==> src/rtl/gcd_pkg.sv <==
// Shared constants and state encoding for the subtractive GCD engine.
package gcd_pkg;

    localparam int unsigned WIDTH_DEFAULT = 8;

    typedef enum logic [1:0] {
        LOAD = 2'd0,
        CALC = 2'd1,
        DONE = 2'd2
    } state_t;

endpackage

==> src/rtl/gcd_datapath.sv <==
// Operand registers, comparator and subtractors for the GCD engine.
module gcd_datapath
    import gcd_pkg::*;
#(
    parameter int unsigned WIDTH = WIDTH_DEFAULT
) (
    input  logic             clock,
    input  logic             reset,
    input  logic [WIDTH-1:0] A,
    input  logic [WIDTH-1:0] B,
    input  logic             load,
    input  logic             step,
    output logic             eq,
    output logic             zero,
    output logic [WIDTH-1:0] result
);

    logic [WIDTH-1:0] x;
    logic [WIDTH-1:0] z;
    logic             gt;
    logic             lt;

    assign gt   = (x > z);
    assign lt   = (x < z);
    assign eq   = (x == z);
    assign zero = (x == '0) || (z == '0);

    // Only meaningful when eq or zero: equal operands OR to themselves, and a
    // zero operand leaves the other one (or zero when both are zero).
    assign result = x | z;

    // The larger operand is always the minuend, so neither subtraction wraps.
    always_ff @(posedge clock or negedge reset) begin
        if (!reset) begin
            x <= '0;
            z <= '0;
        end else if (load) begin
            x <= A;
            z <= B;
        end else if (step) begin
            if (gt) begin
                x <= x - z;
            end else if (lt) begin
                z <= z - x;
            end
        end
    end

endmodule

==> src/rtl/gcd.sv <==
// Subtractive GCD: FSM controller plus registered result outputs.
module gcd
    import gcd_pkg::*;
#(
    parameter int unsigned WIDTH = WIDTH_DEFAULT
) (
    input  logic             clock,
    input  logic             reset,
    input  logic [WIDTH-1:0] A,
    input  logic [WIDTH-1:0] B,
    output logic [WIDTH-1:0] Y,
    output logic             ready
);

    state_t           state;
    state_t           next_state;
    logic             load;
    logic             step;
    logic             finish;
    logic             eq;
    logic             zero;
    logic [WIDTH-1:0] result;

    gcd_datapath #(
        .WIDTH(WIDTH)
    ) u_datapath (
        .clock (clock),
        .reset (reset),
        .A     (A),
        .B     (B),
        .load  (load),
        .step  (step),
        .eq    (eq),
        .zero  (zero),
        .result(result)
    );

    always_ff @(posedge clock or negedge reset) begin
        if (!reset) begin
            state <= LOAD;
        end else begin
            state <= next_state;
        end
    end

    always_comb begin
        next_state = state;
        case (state)
            LOAD:    next_state = CALC;
            CALC:    next_state = (eq || zero) ? DONE : CALC;
            DONE:    next_state = DONE;
            default: next_state = LOAD;
        endcase
    end

    always_comb begin
        load   = 1'b0;
        step   = 1'b0;
        finish = 1'b0;
        case (state)
            LOAD: load = 1'b1;
            CALC: begin
                finish = eq || zero;
                step   = !(eq || zero);
            end
            default: ;
        endcase
    end

    always_ff @(posedge clock or negedge reset) begin
        if (!reset) begin
            Y     <= '0;
            ready <= 1'b0;
        end else if (finish) begin
            Y     <= result;
            ready <= 1'b1;
        end
    end

endmodule

==> config.mk <==
export PLATFORM = sky130hd
export DESIGN_NAME = gcd
export DESIGN_NICKNAME = d
export VERILOG_FILES = /design/src/rtl/gcd_pkg.sv /design/src/rtl/gcd_datapath.sv /design/src/rtl/gcd.sv
export SDC_FILE = /design/constraint.sdc
export NUM_CORES = 1
export LEC_CHECK = 0
export BUFFER_PORTS_ARGS = -buffer_cell sky130_fd_sc_hd__buf_2
export CAP_MARGIN = 40
export CORE_MARGIN = 2
export CORE_UTILIZATION = 53
export CTS_CLUSTER_SIZE = 20
export DETAILED_ROUTE_END_ITERATION = 16
export HOLD_SLACK_MARGIN = 0.02
export PLACE_DENSITY = 0.76
export SYNTH_ARGS = -nofsm -noshare
export SYNTH_HDL_FRONTEND = slang
export SYNTH_HIERARCHICAL = 1
export SYNTH_SLANG_ARGS = --single-unit
==> constraint.sdc <==
create_clock -name clock -period 2.4 [get_ports clock]
set_input_delay 0.6 -clock clock [delete_from_list [all_inputs] [get_ports clock]]
set_output_delay 0.6 -clock clock [all_outputs]
set_load 0.02 [all_outputs]
== Word level (Yosys, flattened, before mapping) ==
Index checks and enable logic that the tools add are counted.
Widths: inputs -> output; s select.

* $add $sub $neg: 2
* $mul: 0
* Div/mod/pow operators: 0
* Magnitude comparators: 2
* Eq/ne operators: 4
* Shift operators: 0
* Muxes and demuxes: 12
* Bitwise operators: 1
* Reductions and logical operators: 11

{| class="wikitable"
|+ Operators by type and width
! operator !! count
|-
| $mux 8 || 7
|-
| $logic_not 8->1 || 2
|-
| $sub 8x8->8 || 2
|-
| $eq 8x8->1 || 1
|-
| $gt 8x8->1 || 1
|-
| $lt 8x8->1 || 1
|-
| $or 8x8->8 || 1
|-
| $pmux 2 s3 || 1
|-
| $reduce_bool 2->1 || 3
|-
| $mux 1 || 3
|-
| $reduce_and 3->1 || 1
|-
| $eq 2x1->1 const B || 1
|-
| $eq 2x2->1 const B || 1
|-
| $logic_not 2->1 || 1
|-
| $logic_or 1x1->1 || 2
|-
| $mux 2 || 1
|-
| $ne 2x2->1 const B || 1
|-
| $reduce_and 2->1 || 1
|-
| $logic_not 1->1 || 1
|}

* Bits in registers: 27
* Latch bits: 0
* RAM bits: 0
* Bits in read-only memories: 0
* Input bits: 18
* Output and inout bits: 9
* Logic and storage cells: 37
* Memories: 0

== Logic depth before layout (Yosys ltp) ==
* Depth after elaboration: 7
* Mapped depth: 10
* Gate-level depth less buffers: 9

== Hierarchy ==
The synthesis kept the hierarchy.

{| class="wikitable"
|+ By module, submodules not included
! module !! times used !! cells each !! area an instance (um^2) !! seq. area each (um^2)
|-
| gcd_datapath || 1 || 215 || 1,838.0 || 400.4
|-
| gcd || 1 || 29 || 459.2 || 275.3
|}

== Worst setup path before layout ==
OpenSTA, ideal clock, no wires.

* Path type: register -> register
* From: register u_datapath.z[2]
* To: register u_datapath.z[5]
* Library setup time: 0.096 ns
* Data arrival time: 2.327 ns
* Data required time: 2.304 ns
* Path slack: -0.023 ns
* Cell stages (with the launch flop): 11
* Buffers on the path: 2
* Clock period less this slack: 2.423 ns
* Cells stage by stage: dfrtp_1 -> inv_1 -> ha_1 -> buf_4 -> or4_4 -> nor2_1 -> nor3_1 -> nand2b_1 -> buf_1 -> nor3_1 -> o31ai_1

* Elaborated cells on any way between the ends: 17
* Those cells by class: add/sub (1); order compare (2); eq/ne (2); mux (5); reduce/logical (7)

{| class="wikitable"
|+ RTL lines
! element !! line !! RTL
|-
| from (decl) || gcd_datapath.sv:19 || <nowiki>logic [WIDTH-1:0] z;</nowiki>
|-
| from (signal assigned) || gcd_datapath.sv:44 || <nowiki>z <= z - x;</nowiki>
|-
| $eq 8x8->1 || gcd_datapath.sv:25 || <nowiki>assign eq = (x == z);</nowiki>
|-
| named net eq || gcd.sv:20 || <nowiki>logic eq;</nowiki>
|-
| $logic_or 1x1->1 || gcd.sv:64 || <nowiki>step = !(eq || zero);</nowiki>
|-
| $logic_not 1->1 || gcd.sv:64 ||
|-
| $mux 1 || gcd.sv:60 || <nowiki>case (state)</nowiki>
|-
| named net step || gcd.sv:18 || <nowiki>logic step;</nowiki>
|-
| $reduce_bool 2->1 (no line) || - ||
|-
| $reduce_and 3->1 (no line) || - ||
|}

The timed path passes the listed nets, and every way through them passes these cells. The select of a mux whose other input is x is not followed.
A chain may end at the register's enable or synchronous reset.

== Worst setup path after layout ==
* From: register u_datapath.x[0]
* To: register u_datapath.z[7]

* Cells in the longest elaborated chain, start to end: 7
* Elaborated cells on any way between the ends: 17
* Those cells by class: add/sub (1); order compare (2); eq/ne (2); mux (5); reduce/logical (7)

{| class="wikitable"
|+ RTL lines
! element !! line !! RTL
|-
| from (decl) || gcd_datapath.sv:18 || <nowiki>logic [WIDTH-1:0] x;</nowiki>
|-
| from (signal assigned) || gcd_datapath.sv:42 || <nowiki>x <= x - z;</nowiki>
|-
| branches (longest 7 deep; another with $sub 8x8->8) || - ||
|}

Several ways; the timed one is not identified. The select of a mux whose other input is x is not followed.

==> flow_metrics.tcl <==
set metrics [dict create \
    diodes 0 \
    synth_seq_cells 27 \
    grt_start_max_net_pins 30 \
    die_area_um2 4877 \
    syn2layout_area_growth_pct 22.22 \
    met2WireLength_um 2872 \
    firstDrtPassIters 4 \
    drt_iter0_markers 161 \
    highest_layer "met4" \
    yosysSeqAreaShare_pct 29.41 \
    cts_max_level 1 \
    syn_inst 244 \
    worstMarginPinSlew_ns 0.6154 \
    routed_wl_um 5967 \
    async_flop_share_pct 100.0 \
    cp-end-kind "flip-flop" \
    overflow 0 \
    met3_length_um 391 \
    maxCapViolations 0 \
    rows 23 \
    synthSimpleGateAreaFrac_pct 19.55 \
    final_hold_viol_count 0 \
    finalSetupViolCount 0 \
    clockBufferDepth 2 \
    whs_ns 0.3270 \
    ioPinCount 27 \
    clock-sinks 27 \
    synth_ff_type "dfrtp_1" \
    period_needed_ns 2.339 \
    yosysUniqueCellTypes 54 \
    yosysWarnings 6 \
    status "completed" \
    cp_max_fo 8 \
    start_util_pct 56.22 \
    wl_per_cell_um 17.00 \
    path_cells "inv_1 > ha_1 > fa_1 > nor3_4 > o31ai_4 > a31oi_4 > nor4_2 > o31ai_2" \
    arrival_ns 2.50 \
    io_buffers 26 \
    antenna_left 0 \
    grtUsageTotal_pct 25.17 \
    antenna_found_initial 0 \
    synth_fa_ha_area_share_pct 14.27 \
    slowest_stage "o31ai_4" \
    drt-met1-wl_um 2621 \
    dr_total_vias 2046 \
    vias_per_cell 5.829 \
    core_area_um2 4086 \
    synth_compound_area_share_pct 21.02 \
    synthMuxAreaShare_pct 6.590 \
    fill_cells 329 \
    finalClockSkew_ns 0.001676 \
    required_ns 2.56 \
    slew_headroom_pct 58.98 \
    layout-drive-gt1-share_pct 32.23 \
    r2r_slack_ns 0.06 \
    path_class "reg2reg" \
    syn_area_um2 2297 \
    syn-num-nets 287 \
    tritoncts "yes" \
    final-max-slew-violation-count 0 \
    clock_latency_ns 0.27 \
    finalCritPeriodShare_pct 97.46 \
    synth_xor_area_share_pct 2.669 \
    synth_area_per_cell_um2 9.415 \
    synth_top_family_by_area "compound AO/OA/AOI/OAI gates" \
    fmax_mhz 427.5 \
    grt_pass1_vias 2001 \
    min-delay-path-class "in2async" \
    final_nets 345 \
    cp_slowest_stage_delay_ns 0.45 \
    cts_root_buf "clkbuf_8" \
    start_kind "flip-flop" \
    numCtsBuffers 3 \
    fp.dieH_um 69.84 \
    path_clk_slew_ns 0.10 \
    grt_pass1_wl_um 9853 \
    drc 0 \
    dieWidth_um 69.84 \
    synth_edf_count 0 \
    place_congestion 0.9808 \
    hpwlAfterDp_um 4464 \
]
synthesized netlist by cell type (all sizes together) (4+ instances only):
cell type / n / area [µm²]
xnor2: 5 / 43.79
buf: 4 / 21.27
nor2b: 8 / 50.05
a31oi: 5 / 61.31
a21oi: 8 / 40.04
o21ai: 11 / 55.05
nor3: 14 / 80.08
nand2b: 6 / 45.04
nor2: 12 / 68.82
a211oi: 5 / 37.54
o31ai: 9 / 91.33
inv: 31 / 116.4
dfrtp: 27 / 675.7
ha: 23 / 287.8
mux2i: 5 / 50.05
mux2: 8 / 101.3
nand2: 19 / 71.32
nor4: 6 / 37.54
through the flow:
stage	area, µm²	instances	utilization (%)	TNS [ns]	setup WS [ns]
global placement	2658	339	65.03	0	0.02850
finish	2808	351	68.71	0	0.06101
floorplan	2300	244	-	0	0.05065
global route	2808	351	68.71	-0.03075	-0.02053
CTS	2710	344	66.32	0	0.02228
detailed placement	2658	339	65.03	-0.06659	-0.05578
per-layer routing:
metal	global-route usage (%)	vias to the layer above
met2	40.95	75
met3	3.343	8
met4	7.906	0
met1	34.67	985
met5	0	-
li1	-	978
critical path, delay by kind of cell (launching register included):
family,cells,cell delay [ns]
buffers and inverters,1,0.08
AND/OR/NAND/NOR,2,0.46
AO/OA/AOI/OAI,3,0.81
flip-flops,1,0.41
adder cells (fa/ha/maj),2,0.47
cells by family (layout without fill, tap and decap cells):
family | after synthesis | count (layout)
AOI/OAI and AO/OA | 56 | 56
xor gates and xnor gates | 7 | 7
adders and majority gates | 25 | 25
buffers and inverters | 38 | 95
DFF | 27 | 27
muxes | 13 | 13
and+or+nand+nor | 78 | 78
layout by cell type (no fill, tap or decap), types with 6 or more instances in the layout:
cell type	netlist	final
buf_4	1	34
inv_1	31	31
dfrtp_1	27	27
buf_2	2	26
ha_1	23	22
nand2_1	19	19
nor3_1	12	10
o21ai_1	9	9
nor2_1	10	8
a21oi_1	8	8
nor2b_1	8	7
o31ai_1	6	6
repair_timing:
action,4_1_cts,5_1_grt
setup buffers,2,7
endpoints found under the hold margin,0,0
hold buffers,0,0
setup endpoints to repair,11,17
pin swaps,0,5
resized for setup,0,8
worst paths after layout:
kind,startpoint,end,cells past startpoint
worst min register to register,ready,ready,1
min in group clock,ready,ready,1
max in group asynchronous,reset,u_datapath/x[6],1
worst max-delay path,u_datapath/x[0],u_datapath/z[7],8
worst min-delay path,reset,Y[3],1
worst max register to register,u_datapath/x[0],u_datapath/z[7],8
flip-flops by register name, indices dropped and copies added (netlist names):
name and flops:
u_datapath/z 8, state 2, ready 1, u_datapath/x 8, Y 8
cell type report:
type	count	area (µm²)	share of cell area, %
Inverter	31	116.4	4.144
Multi-Input combinational cell	179	1523	54.23
Timing Repair Buffer	60	385.4	13.73
Clock buffer	4	45.04	1.604
Sequential cell	27	675.6	24.06
Tap cell	50	62.56	2.228
Power is not shown: default switching activity piles up to over one toggle a cycle in this logic, so the estimate is an artifact.
